### config.mk
export PLATFORM = sky130hd
export DESIGN_NAME = dmem_mmio_responder
export DESIGN_NICKNAME = d
export VERILOG_FILES = /design/src/rtl/mmio_pkg.sv /design/src/rtl/mmio_timer.sv /design/src/rtl/dmem_mmio_responder.sv
export SDC_FILE = /design/constraint.sdc
export NUM_CORES = 2
export LEC_CHECK = 0
export CAP_MARGIN = 10
export CORE_MARGIN = 1
export CORE_UTILIZATION = 30
export DETAILED_ROUTE_END_ITERATION = 8
export DONT_BUFFER_PORTS = 1
export GPL_ROUTABILITY_DRIVEN = 0
export SYNTH_ARGS = -nofsm -noshare
export SYNTH_HDL_FRONTEND = slang
export SYNTH_SLANG_ARGS = --single-unit
### constraint.sdc
create_clock -name clk -period 11.54 [get_ports clk]
set_clock_uncertainty 0.1 [all_clocks]
set_input_delay 1.731 -clock clk [delete_from_list [all_inputs] [get_ports clk]]
set_output_delay 1.731 -clock clk [all_outputs]
set_load 0.01 [all_outputs]
### src/rtl/mmio_pkg.sv
// mmio_pkg: shared decode constants and reset values for the data-memory MMIO responder (optional MMIO_IRQ_EN)
package mmio_pkg;
  localparam int REGION_BIT = 11;
  localparam logic [2:0] OFF_GPIO_OUT = 3'd0;
  localparam logic [2:0] OFF_GPIO_IN  = 3'd1;
  localparam logic [2:0] OFF_TMR_CNT  = 3'd2;
  localparam logic [2:0] OFF_TMR_CMP  = 3'd3;
  localparam logic [2:0] OFF_TMR_CTRL = 3'd4;
  localparam logic [2:0] OFF_TMR_STAT = 3'd5;
  localparam int CTRL_EN      = 0;
  localparam int CTRL_AUTOCLR = 1;
  localparam int CTRL_IRQEN   = 2;
  localparam int STAT_MATCH   = 0;
  localparam logic [31:0] CMP_RST_DEF = 32'hFFFF_FFFF;
`ifdef MMIO_IRQ_EN
  localparam logic [2:0] CTRL_WMASK = 3'b111;
`else
  localparam logic [2:0] CTRL_WMASK = 3'b011;
`endif
endpackage

### src/rtl/mmio_timer.sv
// mmio_timer: 32-bit count/compare timer with sticky W1C match flag (irq_o only with MMIO_IRQ_EN)
module mmio_timer
  import mmio_pkg::*;
#(
  parameter logic [31:0] CMP_RST = CMP_RST_DEF
) (
  input  logic        clk,
  input  logic        rst,
  input  logic        wr_cnt_i,
  input  logic        wr_cmp_i,
  input  logic        wr_ctrl_i,
  input  logic        wr_stat_i,
  input  logic [31:0] wd_i,
  output logic [31:0] cnt_o,
  output logic [31:0] cmp_o,
  output logic [2:0]  ctrl_o,
  output logic        stat_o
`ifdef MMIO_IRQ_EN
  ,
  output logic        irq_o
`endif
);
  logic [31:0] cnt_q, cnt_d, cmp_q, cmp_d;
  logic [2:0]  ctrl_q, ctrl_d;
  logic        stat_q, stat_d, match;
  // Core writes override counting; a match raises the flag even against a same-cycle clear
  always_comb begin
    match  = ctrl_q[CTRL_EN] && (cnt_q == cmp_q);
    cnt_d  = wr_cnt_i ? wd_i :
             !ctrl_q[CTRL_EN] ? cnt_q :
             (match && ctrl_q[CTRL_AUTOCLR]) ? '0 : cnt_q + 32'd1;
    cmp_d  = wr_cmp_i ? wd_i : cmp_q;
    ctrl_d = wr_ctrl_i ? (wd_i[2:0] & CTRL_WMASK) : ctrl_q;
    stat_d = match | (stat_q & ~(wr_stat_i & wd_i[STAT_MATCH]));
  end
  // Timer register bank
  always_ff @(posedge clk or posedge rst) begin
    if (rst) begin
      cnt_q  <= '0;
      cmp_q  <= CMP_RST;
      ctrl_q <= '0;
      stat_q <= 1'b0;
    end else begin
      cnt_q  <= cnt_d;
      cmp_q  <= cmp_d;
      ctrl_q <= ctrl_d;
      stat_q <= stat_d;
    end
  end
  assign cnt_o  = cnt_q;
  assign cmp_o  = cmp_q;
  assign ctrl_o = ctrl_q;
  assign stat_o = stat_q;
`ifdef MMIO_IRQ_EN
  assign irq_o = stat_q & ctrl_q[CTRL_IRQEN];
`endif
endmodule

### src/rtl/dmem_mmio_responder.sv
// dmem_mmio_responder: word RAM plus GPIO/timer register window on the core data port (irq port with MMIO_IRQ_EN)
module dmem_mmio_responder
  import mmio_pkg::*;
#(
  parameter int          DM_DEPTH = 64,
  parameter int          GPIO_W   = 16,
  parameter logic [31:0] CMP_RST  = 32'hFFFF_FFFF
) (
  input  logic              clk,
  input  logic              rst,
  input  logic              we_dm,
  input  logic [31:0]       addr,
  input  logic [31:0]       wd_dm,
  output logic [31:0]       rd_dm,
  input  logic [GPIO_W-1:0] gpio_in,
  output logic [GPIO_W-1:0] gpio_out
`ifdef MMIO_IRQ_EN
  ,
  output logic              irq
`endif
);
  localparam int AW = $clog2(DM_DEPTH);
  logic [31:0]       mem [DM_DEPTH];
  logic [AW-1:0]     ram_idx;
  logic [2:0]        reg_off;
  logic              reg_sel, reg_we, unused_addr;
  logic [GPIO_W-1:0] gpio_out_q, gpio_out_d, sync1_q, sync2_q;
  logic [31:0]       cnt, cmp;
  logic [2:0]        ctrl;
  logic              stat;
  assign ram_idx     = addr[2 +: AW];
  assign reg_off     = addr[4:2];
  assign reg_sel     = addr[REGION_BIT];
  assign reg_we      = we_dm && reg_sel;
  assign unused_addr = ^addr;
  mmio_timer #(.CMP_RST(CMP_RST)) u_timer (
    .clk      (clk),
    .rst      (rst),
    .wr_cnt_i (reg_we && reg_off == OFF_TMR_CNT),
    .wr_cmp_i (reg_we && reg_off == OFF_TMR_CMP),
    .wr_ctrl_i(reg_we && reg_off == OFF_TMR_CTRL),
    .wr_stat_i(reg_we && reg_off == OFF_TMR_STAT),
    .wd_i     (wd_dm),
    .cnt_o    (cnt),
    .cmp_o    (cmp),
    .ctrl_o   (ctrl),
    .stat_o   (stat)
`ifdef MMIO_IRQ_EN
    ,
    .irq_o    (irq)
`endif
  );
  // RAM store port; contents survive reset
  always_ff @(posedge clk) begin
    if (we_dm && !reg_sel) mem[ram_idx] <= wd_dm;
  end
  // GPIO output register next state
  always_comb begin
    gpio_out_d = (reg_we && reg_off == OFF_GPIO_OUT) ? wd_dm[GPIO_W-1:0] : gpio_out_q;
  end
  // GPIO output register and two-stage input synchronizer
  always_ff @(posedge clk or posedge rst) begin
    if (rst) begin
      gpio_out_q <= '0;
      sync1_q    <= '0;
      sync2_q    <= '0;
    end else begin
      gpio_out_q <= gpio_out_d;
      sync1_q    <= gpio_in;
      sync2_q    <= sync1_q;
    end
  end
  assign gpio_out = gpio_out_q;
  // Combinational load mux: RAM word or register window
  always_comb begin
    rd_dm = '0;
    if (!reg_sel) rd_dm = mem[ram_idx];
    else begin
      case (reg_off)
        OFF_GPIO_OUT: rd_dm = 32'(gpio_out_q);
        OFF_GPIO_IN:  rd_dm = 32'(sync2_q);
        OFF_TMR_CNT:  rd_dm = cnt;
        OFF_TMR_CMP:  rd_dm = cmp;
        OFF_TMR_CTRL: rd_dm = 32'(ctrl);
        OFF_TMR_STAT: rd_dm = 32'(stat);
        default:      rd_dm = '0;
      endcase
    end
  end
endmodule

# Word level (Yosys, flattened, before mapping)
# Memory sizes are Yosys's and may differ from the RTL's.
# Cells that the tools add are included.
dict set report word_totals {
  regBits 115
  ramBits 2048
  inputBits 83
  output_inout_bits 48
  wordCells 38
  n_memories 1
}
# name depth width read_ports rd_clocked_by_memory_dff write_ports line_no
set mem_list {}
lappend mem_list {mem 64 32 1 0 1 dmem_mmio_responder.sv:23} ;# logic [31:0] mem [DM_DEPTH];
dict set report classes {
  n_addsub 1
  n_eq_ne 6
  mux 7
  n_bitwise 4
  n_reduce_logical 12
}
# operator n
set ops {}
lappend ops {{$pmux 32 s6} 1}
lappend ops {{$mux 32} 4}
lappend ops {{$add 32x1->32 const B} 1}
lappend ops {{$eq 32x32->1} 1}
lappend ops {{$logic_and 1x1->1} 9}
lappend ops {{$eq 3x2->1 const B} 2}
lappend ops {{$eq 3x3->1 const B} 2}
lappend ops {{$eq 3x1->1 const B} 1}
lappend ops {{$logic_not 3->1} 1}
lappend ops {{$and 1x1->1} 2}
lappend ops {{$mux 1} 2}
lappend ops {{$reduce_bool 2->1} 1}
lappend ops {{$logic_not 1->1} 1}
lappend ops {{$not 1->1} 1}
lappend ops {{$or 1x1->1} 1}

# Logic depth before layout (Yosys ltp)
dict set report depth {
  ltp_word 6
  depth_mapped 11
  depth_no_buf 7
}

# By module
# From an unflattened synthesis, not the netlist that was laid out.
dict set report hier_totals {
  hier_cells 3959
  hier_area_um2 85036.6
}
# module n_inst cells_each area_per_inst_um2 seq_area_each_um2
set by_module_without_submodules {}
lappend by_module_without_submodules {dmem_mmio_responder 1 3536 80898.8 62700.1}
lappend by_module_without_submodules {mmio_timer 1 423 4137.7 1716.6}

# Least setup slack after synthesis
# Ideal clock, no wire load.
dict set report synth_timing {
  path_type {input -> output}
  from {in addr[2]}
  to {out rd_dm[14]}
  t_arrival_ps 3727
  t_required_ps 9709
  path_slack_ps 5982
  stages 9
  path_buffers 4
  path_cell_list {buf_4 buf_4 buf_2 buf_2 mux4_2 a22oi_1 nor2_1 o41ai_1 nand2_1}
}
dict set report synth_via {
  elab_chain_cells 3
  elab_cells_between_ends 9
  cone_classes {5 x eq/ne; 2 x mux; 1 x reduce/logical; 1 x memory}
}
# item line_no
set synth_rtl {}
lappend synth_rtl {{start: declaration} dmem_mmio_responder.sv:12} ;# input logic [31:0] addr,
lappend synth_rtl {{branches (longest 2 deep; another with $mem_v2 64x32)} n/a}
lappend synth_rtl {{$mux 32 *} dmem_mmio_responder.sv:77} ;# if (!reg_sel) rd_dm = mem[ram_idx];
lappend synth_rtl {{end: declaration} dmem_mmio_responder.sv:14} ;# output logic [31:0] rd_dm,
# Every way passes the cells marked *.

# Worst setup path after layout
dict set report layout_timing {
  from {in addr[2]}
  to {out rd_dm[10]}
}
# Same word-level chain as after synthesis.

==> flow_summary.toml <==
[run_status]
status = "finished, violations left"
violations = "max-slew violations"

[power]
peakVddDrop_v = 0.000147
p_leak_nw = 29.8
power.density_nw_per_um2 = 172

[grt]
grt_pass1_wl_um = 332000
grt_pass1_vias = 42300
met2_usage = 0.267
grt-ovfl-total = 0
antenna_found_initial = 20
top_usage_layer = "met2"
grt_use_total = 0.165
grt_start_max_net_pins = 595
met3_usage = 0.0411
grt_util_met1 = 0.219

[routing]
drtIter0Drc = 5538
wl_per_cell_um = 29.6
first_pass_iters = 6
antenna_left = 0
vias = 42300
drt-vias-per-instance = 5.27
routed_wl_um = 238000
drc = 0

[sta]
clock.fmax_ghz = 0.120
hold_violations = 0
fin_hold_ws_ns = 0.251
drv_slew = 256
rsz0062_at_grt = "no"
fin_crit_ns = 8.33
relSlewSlack = -0.214
setup_viol = 0
period_share = 0.722
worst_pin_slew_ns = 1.82
tns_ns = 0

[yosys]
ys_seq_area_frac = 0.761
yosys.area.top_type_share = 0.727
syn_nets = 4123
synthTopCellsByArea = "edfxtp_1 (73%), mux4_2 (13%), dfrtp_1 (2.5%), mux2i_1 (2.3%), dfstp_2 (0.99%)"
synthMostInstantiatedCell = "edfxtp_1"
synth_top_area_cell = "edfxtp_1"
syn_area_per_cell_um2 = 20.9
ys_ff_latch = 2163
ys.flop_type = "edfxtp_1"
synth_cell_types = 63
synth_enable_flop_cells = 2048
synthCells = 4039
async_reset_ff_frac = 0.0532
synth.cell_area_um2 = 84600
yosys_warnings = 0
synthTopCellsByCount = "edfxtp_1 (2048), mux4_2 (496), mux2i_1 (198)"

[floorplan]
die_y_um = 533
die_width_um = 533
dieArea_um2 = 284000
core_area_um2 = 280000
start_util = 0.302
num_rows = 194
ios = 131

[critical_path]
timing.rr.start = "u_timer.ctrl_o[0]"
reg2reg_slack_ns = 8.21
endpoint_kind = "output port"
r2r_cells = 6
critPathArrivalTime_ns = 6.50
path_class = "in -> out"
slowest_stage = "buf_16"
timing.critical_path.buf_inv = 3
cp.required_ns = 9.71
crit_path_frequent_cell = "buf_16"
max_stage_delay_ns = 0.80
cp-start-kind = "input port"
critPathMaxFanout = 163
crit_family = "buffers and inverters"
path_cells = "buf_16 -> buf_16 -> buf_16 -> mux4_2 -> nor2b_1 -> a211oi_1 -> a311oi_1 -> nor3_1 -> nand2_1"
r2r_end = "u_timer.cnt_o[24]"

[layout]
seq_area_um2 = 64400
drive_gt1_frac = 0.257
syn_to_final_growth_pct = 14.1
nFillCells = 25800
final_nets = 4208
multi_input_comb_area_um2 = 19500

[clock_tree]
cts_tree = "yes"
cts_buffers = 216
clockBufferDepth = 3
holdBufCountCts = 0
htree_levels = 4
cts-root-buf = "clkbuf_16"
post_cts_resized = 0
cts_setup_buffers = 0
clk_latency_ns = 0.87
clock-sinks = 2163
clkTransAtPathRegs_ns = 0.06

[job]
maxCapViolations = 0

[hold_path]
hp-start = "sync1_q[6]"
hold_path_depth = 0
worstHoldEndpoint = "sync2_q[6]"
worst_hold_path_type = "reg -> reg"

[placed_design]
port_buffers = 0
detailed_place_hpwl_um = 132000
[stage by stage]
| step | cell area (um2) | setup WS, ns | total power, mW | utilization | std cells |
|---|---|---|---|---|---|
| after detailed placement | 89400 | 4.72 | 9.81 | 0.319 | 7626 |
| after floorplan | 84600 | 5.98 | 9.60 | - | 4039 |
| after global routing | 96500 | 2.79 | 17.1 | 0.345 | 8033 |
| after CTS | 96400 | 4.70 | 16.6 | 0.344 | 8024 |
| after global placement | 89400 | 4.69 | 9.80 | 0.319 | 7625 |
| final | 96500 | 3.21 | 16.6 | 0.345 | 8038 |
[state kept, by name, indices dropped and copies added (netlist names)]
signal,count
gpio_out,16
mem,2048
sync1_q,16
sync2_q,16
u_timer.cmp_o,32
u_timer.cnt_o,32
u_timer.ctrl_o,2
u_timer.stat_o,1
[cells in the final DEF, fill, tap and decap left out, types with 6 or more instances in the layout]
cell           n
buf_4         96
clkbuf_16    216
a31oi_1       20
clkbuf_1      37
nor3_1        31
inv_1          9
nand2b_1       8
diode_2       10
edfxtp_1    2048
mux2i_1      198
bufinv_16     17
nor2_1        59
nand3_1       37
xor2_1        18
a211oi_1      25
nor2_4        65
o21ai_0       69
o22ai_1       54
o31ai_1       21
a221oi_1      27
mux4_2       496
nand4_1       20
nand2_1      138
xnor2_1       35
nor4_1        12
clkinvlp_4    10
a22oi_1       44
clkinv_16     10
dfrtp_1       83
a311oi_1       8
and2_1         6
dfstp_2       32
a21oi_1       59
clkinv_1      52
clkinv_2      49
and3_1        19
nor2b_1       18
mux2_2        74
[cell families (layout without fill, tap and decap cells)]
logic type      after synthesis  after routing  synth area share
flops                      2163           2163             0.761
mux                         768            768             0.165
simple gates                447            447            0.0251
compound gates              359            359            0.0281
buf+inv                     248            513            0.0145
xor+xnor                     53             53           0.00549
fa+ha+maj                     1              1          0.000148
other cells                   0             10                 0
[area by class of cell]
cell class,instances,share of cell area
multi-input cells,1628,0.202
repair buffers,102,0.00910
clock buffers,253,0.0574
flip-flops and latches,2163,0.667
diodes,10,0.000259
clock inverters,145,0.0148
well taps,3724,0.0483
inverters,13,0.000596
[per-layer routing]
metal	part of all wire	routed length (um)
met3	0.095	22700
met5	0.000084	20
met4	0.026	6200
met1	0.40	94700
met2	0.48	115000
[worst max-delay path by stage]
stage	from	end	slack [ns]	cells after the start
finish	addr[2]	rd_dm[10]	3.21	9
global route	addr[2]	rd_dm[10]	2.79	9
CTS	addr[5]	rd_dm[6]	4.70	6
detailed placement	addr[5]	rd_dm[6]	4.72	6
global placement	addr[2]	rd_dm[25]	4.69	4
floorplan	addr[2]	rd_dm[14]	5.98	9
[where the power goes]
group | switching (mW) | leakage, nW | total (mW) | internal, mW
Combinational | 0.505 | 6.74 | 0.895 | 0.390
Clock | 3.06 | 3.38 | 6.90 | 3.84
Sequential | 0.121 | 19.7 | 8.83 | 8.71
Total | 3.68 | 29.8 | 16.6 | 12.9
(Power assumes the default switching activity.)
